$ cat config.mk
export PLATFORM = sky130hd
export DESIGN_NAME = as5600_angle_tracker
export DESIGN_NICKNAME = d
export VERILOG_FILES = /design/src/rtl/as5600_angle_tracker.sv
export SDC_FILE = /design/constraint.sdc
export NUM_CORES = 1
export LEC_CHECK = 0
export BUFFER_PORTS_ARGS = -buffer_cell sky130_fd_sc_hd__buf_2
export CAP_MARGIN = 10
export CORE_MARGIN = 2
export CORE_UTILIZATION = 45
export CTS_BUF_LIST = sky130_fd_sc_hd__clkbuf_4
export DETAILED_ROUTE_END_ITERATION = 7
export PLACE_DENSITY = 0.67
export SLEW_MARGIN = 20
export SYNTH_ARGS = -nofsm -noshare
export SYNTH_HDL_FRONTEND = slang
export SYNTH_SLANG_ARGS = --single-unit
$ cat constraint.sdc
create_clock -name clk -period 2.8 [get_ports clk]
set_input_delay 0.56 -clock clk [delete_from_list [all_inputs] [get_ports clk]]
set_output_delay 0.56 -clock clk [all_outputs]
set_load 0.02 [all_outputs]
$ cat src/rtl/as5600_angle_tracker.sv
// Polls the AS5600 read engine and reduces each result to mechanical/electrical angle,
// a signed turn count and, when ANGLE_TRACKER_SPEED_EN is defined, a windowed speed sum.
module as5600_angle_tracker #(
   parameter logic [31:0] POLL_DIV     = 32'd100000,
   parameter logic [31:0] TIMEOUT      = 32'd50000,
   parameter logic [7:0]  POLE_PAIR    = 8'd7,
   parameter logic [11:0] ANGLE_OFFSET = 12'd0
) (
   input  logic        clk,
   input  logic        rst,
   output logic        i2c_start,
   input  logic        i2c_ready,
   input  logic        i2c_done,
   input  logic [15:0] i2c_regout,
   output logic        angle_valid,
   output logic [11:0] mech_angle,
   output logic [11:0] elec_angle,
   output logic [15:0] turns,
   output logic [15:0] speed,
   output logic        speed_valid,
   output logic        fault,
   output logic [7:0]  fault_cnt
);

   typedef enum logic [1:0] {IDLE, WAIT, CALC, UPDATE} state_t;

   state_t      state_reg, state_next;
   logic [31:0] poll_cnt_reg;
   logic        tick;
   logic        pending_reg, pending_next;
   logic        start_reg, start_next;
   logic [31:0] tmo_cnt_reg, tmo_cnt_next;
   logic        fault_reg, fault_next;
   logic [7:0]  fault_cnt_reg, fault_cnt_next;
   logic [11:0] raw_reg, raw_next;
   logic [11:0] m_calc, elec_calc;
   logic [11:0] prev_reg, mech_reg, elec_reg;
   logic [15:0] turns_reg, turns_calc;
   logic        first_reg, valid_reg;
   logic        unused_regout_bits;

   assign unused_regout_bits = ^i2c_regout[15:12];

   assign tick = (poll_cnt_reg == POLL_DIV - 32'd1);

   always_ff @(posedge clk) begin
      if (rst)
         poll_cnt_reg <= '0;
      else if (tick)
         poll_cnt_reg <= '0;
      else
         poll_cnt_reg <= poll_cnt_reg + 32'd1;
   end

   always_ff @(posedge clk) begin
      if (rst) begin
         state_reg     <= IDLE;
         pending_reg   <= 1'b0;
         start_reg     <= 1'b0;
         tmo_cnt_reg   <= '0;
         fault_reg     <= 1'b0;
         fault_cnt_reg <= '0;
         raw_reg       <= '0;
      end else begin
         state_reg     <= state_next;
         pending_reg   <= pending_next;
         start_reg     <= start_next;
         tmo_cnt_reg   <= tmo_cnt_next;
         fault_reg     <= fault_next;
         fault_cnt_reg <= fault_cnt_next;
         raw_reg       <= raw_next;
      end
   end

   // A tick in the same cycle as an IDLE launch is consumed directly, so the
   // request goes out the cycle after the tick.
   always_comb begin
      state_next     = state_reg;
      pending_next   = pending_reg | tick;
      start_next     = 1'b0;
      tmo_cnt_next   = tmo_cnt_reg;
      fault_next     = 1'b0;
      fault_cnt_next = fault_cnt_reg;
      raw_next       = raw_reg;
      case (state_reg)
         IDLE: begin
            if ((pending_reg || tick) && i2c_ready) begin
               start_next   = 1'b1;
               pending_next = 1'b0;
               tmo_cnt_next = '0;
               state_next   = WAIT;
            end
         end
         WAIT: begin
            if (i2c_done) begin
               raw_next   = i2c_regout[11:0];
               state_next = CALC;
            end else if (tmo_cnt_reg == TIMEOUT - 32'd1) begin
               fault_next = 1'b1;
               if (fault_cnt_reg != 8'hFF)
                  fault_cnt_next = fault_cnt_reg + 8'd1;
               state_next = IDLE;
            end else begin
               tmo_cnt_next = tmo_cnt_reg + 32'd1;
            end
         end
         CALC:    state_next = UPDATE;
         UPDATE:  state_next = IDLE;
         default: state_next = IDLE;
      endcase
   end

   assign m_calc    = raw_reg - ANGLE_OFFSET;
   assign elec_calc = m_calc * {4'd0, POLE_PAIR};

   always_comb begin
      turns_calc = turns_reg;
      if (!first_reg) begin
         if (prev_reg >= 12'hC00 && m_calc < 12'h400)
            turns_calc = turns_reg + 16'd1;
         else if (prev_reg < 12'h400 && m_calc >= 12'hC00)
            turns_calc = turns_reg - 16'd1;
      end
   end

   // Results are registered on the CALC edge so they are visible (with angle_valid)
   // during UPDATE, two cycles after i2c_done.
   always_ff @(posedge clk) begin
      if (rst) begin
         mech_reg  <= '0;
         elec_reg  <= '0;
         turns_reg <= '0;
         prev_reg  <= '0;
         first_reg <= 1'b1;
         valid_reg <= 1'b0;
      end else if (state_reg == CALC) begin
         mech_reg  <= m_calc;
         elec_reg  <= elec_calc;
         turns_reg <= turns_calc;
         prev_reg  <= m_calc;
         first_reg <= 1'b0;
         valid_reg <= 1'b1;
      end else begin
         valid_reg <= 1'b0;
      end
   end

`ifdef ANGLE_TRACKER_SPEED_EN
   logic [11:0] delta_calc;
   logic [15:0] delta_ext;
   logic [15:0] acc_reg, speed_reg;
   logic [3:0]  sample_cnt_reg;
   logic        speed_valid_reg;

   assign delta_calc = first_reg ? 12'd0 : (m_calc - prev_reg);
   assign delta_ext  = {{4{delta_calc[11]}}, delta_calc};

   always_ff @(posedge clk) begin
      if (rst) begin
         acc_reg         <= '0;
         speed_reg       <= '0;
         sample_cnt_reg  <= '0;
         speed_valid_reg <= 1'b0;
      end else if (state_reg == CALC) begin
         sample_cnt_reg <= sample_cnt_reg + 4'd1;
         if (sample_cnt_reg == 4'd15) begin
            speed_reg       <= acc_reg + delta_ext;
            acc_reg         <= '0;
            speed_valid_reg <= 1'b1;
         end else begin
            acc_reg         <= acc_reg + delta_ext;
            speed_valid_reg <= 1'b0;
         end
      end else begin
         speed_valid_reg <= 1'b0;
      end
   end

   assign speed       = speed_reg;
   assign speed_valid = speed_valid_reg;
`else
   assign speed       = '0;
   assign speed_valid = 1'b0;
`endif

   assign i2c_start   = start_reg;
   assign angle_valid = valid_reg;
   assign mech_angle  = mech_reg;
   assign elec_angle  = elec_reg;
   assign turns       = turns_reg;
   assign fault       = fault_reg;
   assign fault_cnt   = fault_cnt_reg;

endmodule

==> results of run 1 <==
[cells by family (layout without fill, tap and decap cells)]
kind of cell             count (synthesis)  in the layout  share of synthesized area
AO/OA/AOI/OAI                          172            172                     0.1580
XOR/XNOR                                53             53                    0.06675
adder cells (fa/ha/maj)                 38             38                    0.08024
buffers and inverters                   72            167                    0.05307
flip-flops                             130            130                     0.3742
multiplexers                             4              4                   0.006117
other                                    1             19                  0.0005392
AND/OR/NAND/NOR                        373            373                     0.2611
[cell usage after synthesis, types with 10 or more instances]
master / instances / share of area
nand2_1: 133 / 0.072
dfxtp_1: 130 / 0.37
nor2_1: 90 / 0.049
a21oi_1: 69 / 0.050
clkbuf_1: 29 / 0.016
xnor2_1: 29 / 0.037
ha_1: 27 / 0.049
nand3_1: 25 / 0.018
o21ai_0: 25 / 0.018
xor2_1: 24 / 0.030
and3_1: 21 / 0.019
nor3_1: 21 / 0.015
buf_4: 19 / 0.021
a311oi_1: 18 / 0.023
a31oi_1: 16 / 0.014
inv_1: 16 / 0.0086
nand4_1: 16 / 0.014
fa_1: 11 / 0.032
nor4_1: 11 / 0.0099
a211oi_1: 10 / 0.011
[power by group]
group	switching [mW]	internal (mW)
clock network	0.723	0.533
registers	0.00359	1.85
logic	0.0643	0.0165
[stage by stage]
step | utilization | area, µm² | hold WS [ps] | setup TNS, ps
finish | 0.5402 | 8182 | 228.1 | 0
global route | 0.5402 | 8182 | 188.4 | -169.5
CTS | 0.5247 | 7948 | 190.5 | -13.79
detailed placement | 0.5048 | 7645 | 443.2 | -141.4
global placement | 0.5048 | 7645 | 438.5 | -100.1
floorplan | - | 7025 | 429.9 | 0
[worst max-delay path by stage]
| stage | startpoint | slack [ps] | cells past startpoint | end |
|---|---|---|---|---|
| 5_1_grt | raw_reg[11] | -120 | 10 | turns[15] |
| 4_1_cts | raw_reg[10] | -10 | 12 | turns[10] |
| 2_1_floorplan | raw_reg[10] | 10 | 10 | turns[15] |
| 3_3_place_gp | raw_reg[10] | -50 | 11 | turns[15] |
| 6_report | raw_reg[11] | 50 | 10 | turns[15] |
| 3_5_place_dp | raw_reg[10] | -60 | 11 | turns[12] |
[worst min-delay path, stage by stage]
cell and delay [ps]:
buf_2 100, nand2_1 40, a21oi_1 50
[metal layers]
layer | global-route usage | part of all wire
met5 | 0 | 0
met4 | 0.05818 | 0.011
met3 | 0.05175 | 0.049
met2 | 0.3063 | 0.45
met1 | 0.2646 | 0.49
[layout make-up]
cell class / count / area (µm²)
Fill cell: 1434 / 6964
Multi-Input combinational cell: 657 / 4249
Sequential cell: 130 / 2609
Timing Repair Buffer: 119 / 745.7
Tap cell: 188 / 235.2
Clock inverter: 14 / 138.9
Clock buffer: 18 / 135.1
Inverter: 16 / 63.81
Antenna cell: 2 / 5.005
[timing repair]
action,in CTS,in global routing
buffers inserted,1,5
setup endpoints to repair,3,11
resized for setup,5,39
pin swaps,1,12
==> metrics.txt, run 1 <==
outcome finished, final reports clean; initial cell density of the core 0.4591; clock edge transition at the registers on the reported setup and hold paths 120 ps; buffer and inverter count on the worst path 1; Remaining Overflow, GRT 0; most used cells in the layout excluding fill and tap cells nand2_1, dfxtp_1, nor2_1; HPWL after detailed placement 11.06 mm; relative slew slack 0.4733; wirelength, routed 15.94 mm; unrepaired setup endpoints after global routing true; worst flop-to-flop path endpoint turns[15]; routed length per instance 13.93 µm; element type at the critical path end flop; count of flip-flops with a built-in enable after synthesis 0; mean post-synth cell area 8.249 µm²; setup slack of the most critical reg-to-reg path 50 ps; clock buffer count from CTS 17; data arrival time of the critical path 3190 ps; cell family contributing the most delay on the critical path simple AND/OR/NAND/NOR gates; largest incremental delay on the critical path 360 ps; layout cell share with drive strength beyond 1 0.2034; final count of pins violating max slew 0; Overall Power 3.193 mW; Worst Hold Path EP raw_reg[5]; most frequent CP cell and3_1; CTS max path bufs 2; post-route clock period utilization 0.9822; first-pass GRT wire length 26.09 mm; global routing usage summed across all routing layers 0.1952; commonest non-fill, non-tap cell in the layout nand2_1; number of antenna violations at the first check in global routing 1; critical-path cell with the highest stage delay ha_1; drt drc 0; full die area 16460 µm²; CTS tree yes; Area growth syn-to-layout 17.65%; Final Hold Violating Endpoints 0; Die Y-Extent 128.3 µm; final setup fails 0; post-route minimum period 2750 ps; routed vias/inst 5.451; Boundary Pins 88; Reg-to-Reg Start raw_reg[11]; achievable frequency 363.6 MHz; data required time of the critical path 3240 ps; max-cap violations 0; path type of the worst setup path reg2reg; CTS sink cnt 130; port bufs 66; cells after synthesis 843; synthesis-stage register bit count 130; most common flop cell mapped by yosys dfxtp_1; violation count after the first detailed-routing iteration 442; Core Box Area 15150 µm²; vias in the first global route 5577; highest ir drop seen on vdd 0.0003318 V; cell row count 45; total placed cells including tap cells 1105; Final Skew 20.92 ps; Hold-fix buffers, CTS 0; cells traversed along the worst timing path and4bb_2, clkinvlp_4, ha_1, and3_1, and3_1, nand3_1, nand2_1, o31ai_2, mux2i_1, mux2_2; maximum fanout along the worst path 7; clk root buf clkbuf_4; via count 6236; Worst Setup Slack, final 49.80 ps; overall die width 128.3 µm; actual slew at the worst max-slew pin 787.1 ps; async set-reset flop share out of synthesis 0; Detail Route Antenna Nets 0; start point of the worst min-delay path i2c_regout[5]; count of warnings emitted by yosys 0; final cell count without fillers 1144; later-pin clock latency in the skew report 560 ps; areal power density over the cells 390.3 nW/µm²; number of optimization iterations in the first detailed-route pass 6; post-synthesis instance area 6954 µm²; gp weighted congestion 0.8347; worst slack after detailed placement -56.02 ps; H-tree depth 4; HP Class in2reg; sequential share of the synthesized area 0.3742; count of distinct cell types in the synthesized netlist 58; maximum number of pins on one net before global-route repair 46; worst hold path depth 3; kind of start point of the critical path flop; Leak Pwr 3.267 nW; depth of the worst register-to-register path 10; fin nets 999
Power figures use the tool's default switching activity.
==> run 2, diff against run 1 <==
CORE_UTILIZATION = 40   (was 45)
PLACE_DENSITY = not set   (was 0.67)
==> run 2 against run 1 <==
  * Sequential share of layout area fell by 0.45 points
  * Final cell count increased by 3.9%
  * First-iteration DRC count fell by 20%
  * Global-route usage down 1.2 points
  * Maximum frequency grew 1.6%
  * Flip-flop and latch count unchanged
  * Clock skew fell by 7.5 ps
  * Sequential power hardly changed
  * Combinational power rose by 1%
  * Cell area rose by 1.5%
  * Highest routed layer unchanged
  * Wire length up 2.8%
==> metrics.txt, run 2 (same netlist as run 1, synthesis figures left out) <==
kind of start point of the critical path flop; H-tree depth 4 (unchanged); clk root buf clkbuf_4; highest ir drop seen on vdd 0.0002164 V (-35%); maximum fanout along the worst path 5 (-2); max-cap violations 0 (unchanged); violation count after the first detailed-routing iteration 354 (-20%); CTS tree yes; routed length per instance 13.78 µm (-1.1%); area of all placed cells without fillers 8308 µm² (+1.5%); post-route minimum period 2706 ps (-43.96 ps); uppermost routed layer met4; areal power density over the cells 408.3 nW/µm² (+4.6%); cell row count 48 (+6.7%); port bufs 66 (unchanged); clock edge transition at the registers on the reported setup and hold paths 110 ps (about the same); final count of pins violating max slew 0 (unchanged); gp weighted congestion 0.8232 (-1.4%); clock buffer count from CTS 17 (unchanged); Final Skew 13.40 ps (-7.519 ps); final setup fails 0 (unchanged); Placed Area 7741 µm² (+1.3%); number of fill cells 1715 (+20%); routed vias/inst 5.167 (-5.2%); Detail Route Antenna Nets 0 (unchanged); M1 WL 8.135 mm (+3.8%); layout cell share with drive strength beyond 1 0.2066 (+0.003292); full die area 18460 µm² (+12%); wirelength, routed 16.39 mm (+2.8%); vias in the first global route 5736 (+2.9%); CTS max path bufs 2 (unchanged); actual slew at the worst max-slew pin 797.4 ps (+10.26 ps); drt drc 0 (unchanged); achievable frequency 369.5 MHz (+1.6%); global routing usage summed across all routing layers 0.1829 (-0.01232); DR WL met2 7.239 mm (+1.4%); Boundary Pins 88 (unchanged); HP Class in2reg; Core Box Area 17120 µm² (+13%); unrepaired setup endpoints after global routing true; depth of the worst register-to-register path 12 (+2); HPWL after detailed placement 11.22 mm (+1.5%); fin nets 1008 (+0.90%); Final Hold Violating Endpoints 0 (unchanged); element type at the critical path end flop; commonest non-fill, non-tap cell in the layout nand2_1; data required time of the critical path 3310 ps (+70 ps); Met3 Routed Length 779 µm (-1.3%); maximum number of pins on one net before global-route repair 47 (+2.2%); outcome finished, final reports clean; worst hold path depth 3 (unchanged); worst slack after detailed placement -88.24 ps (-32.22 ps); number of optimization iterations in the first detailed-route pass 4 (-2); path type of the worst setup path reg2reg; overall die width 135.9 µm (+5.9%); relative slew slack 0.4664 (-0.006869); later-pin clock latency in the skew report 560 ps (about the same); Area growth syn-to-layout 19.47%; Remaining Overflow, GRT 0 (unchanged); CTS sink cnt 130 (unchanged); number of antenna violations at the first check in global routing 1 (unchanged); first-pass GRT wire length 27.23 mm (+4.4%); data arrival time of the critical path 3220 ps (+30 ps); sum of negative setup slack 0 ps (unchanged); via count 6144 (-1.5%); Worst Hold Margin 232.3 ps (+4.135 ps); post-route clock period utilization 0.9665 (-0.01570); initial cell density of the core 0.4063 (-0.05286); Worst Setup Slack, final 93.76 ps (+43.96 ps); most used cells in the layout excluding fill and tap cells nand2_1, dfxtp_1, nor2_1; utilization after layout 0.4854 (-0.05481); Leak Pwr 3.332 nW (+2.0%); Die Y-Extent 135.9 µm (+5.9%)
## run 2: worst max-delay path, cell delays in order, from the launching register on
cell and delay, ps:
dfxtp_2 340, and4bb_4 360, clkinvlp_4 170, buf_4 180
ha_4 270, nor2b_4 140, o21ai_1 90, a21oi_2 200
o31ai_2 70, buf_4 150, o21a_1 190, or4_1 400
nand3_1 90
## run 2: area by class of cell
cell class,instances,area [µm²],area share
Antenna cell,1,2.502,0.0003012
Clock buffer,21,157.7,0.01898
Clock inverter,11,161.4,0.01943
Inverter,16,63.81,0.007681
Multi-Input combinational cell,657,4204,0.5060
Sequential cell,130,2611,0.3143
Tap cell,225,281.5,0.03389
Timing Repair Buffer,127,818.3,0.09849
Timing Repair inverter,1,7.507,0.0009036
## run 2: through the flow
stage	instances	total power [mW]
finish	1189	3.392
floorplan	859	1.971
detailed placement	1147	1.980
global route	1189	3.534
global placement	1147	1.980
CTS	1180	3.442
## run 2: path summary, 6_finish.rpt
check	startpoint	end	slack, ps
min reg2reg	elec_angle[7]	elec_angle[7]	460
min	i2c_regout[1]	raw_reg[1]	230
max	raw_reg[10]	turns[10]	90
max reg2reg	raw_reg[10]	turns[10]	90
## run 2: routing by layer
layer	up-vias	GRT usage
met1	2849	0.2512
li1	3171	-
met4	0	0.05498
met3	20	0.05183
met2	104	0.2792
met5	-	0
## run 2: what timing repair did
| action | 4_1_cts | 5_1_grt |
|---|---|---|
| buffers inserted | 0 | 8 |
| setup endpoints to repair | 4 | 9 |
| gates resized for setup | 5 | 36 |
| pin swaps | 2 | 14 |
| hold buffers | 0 | 0 |
| cloned | 1 | 0 |
## run 2: power by group
part	internal [mW]	total (mW)	switching [mW]
Combinational	0.0173	0.0819	0.0646
Sequential	1.85	1.85	0.00373
Clock	0.740	1.46	0.716
Total	2.61	3.39	0.784
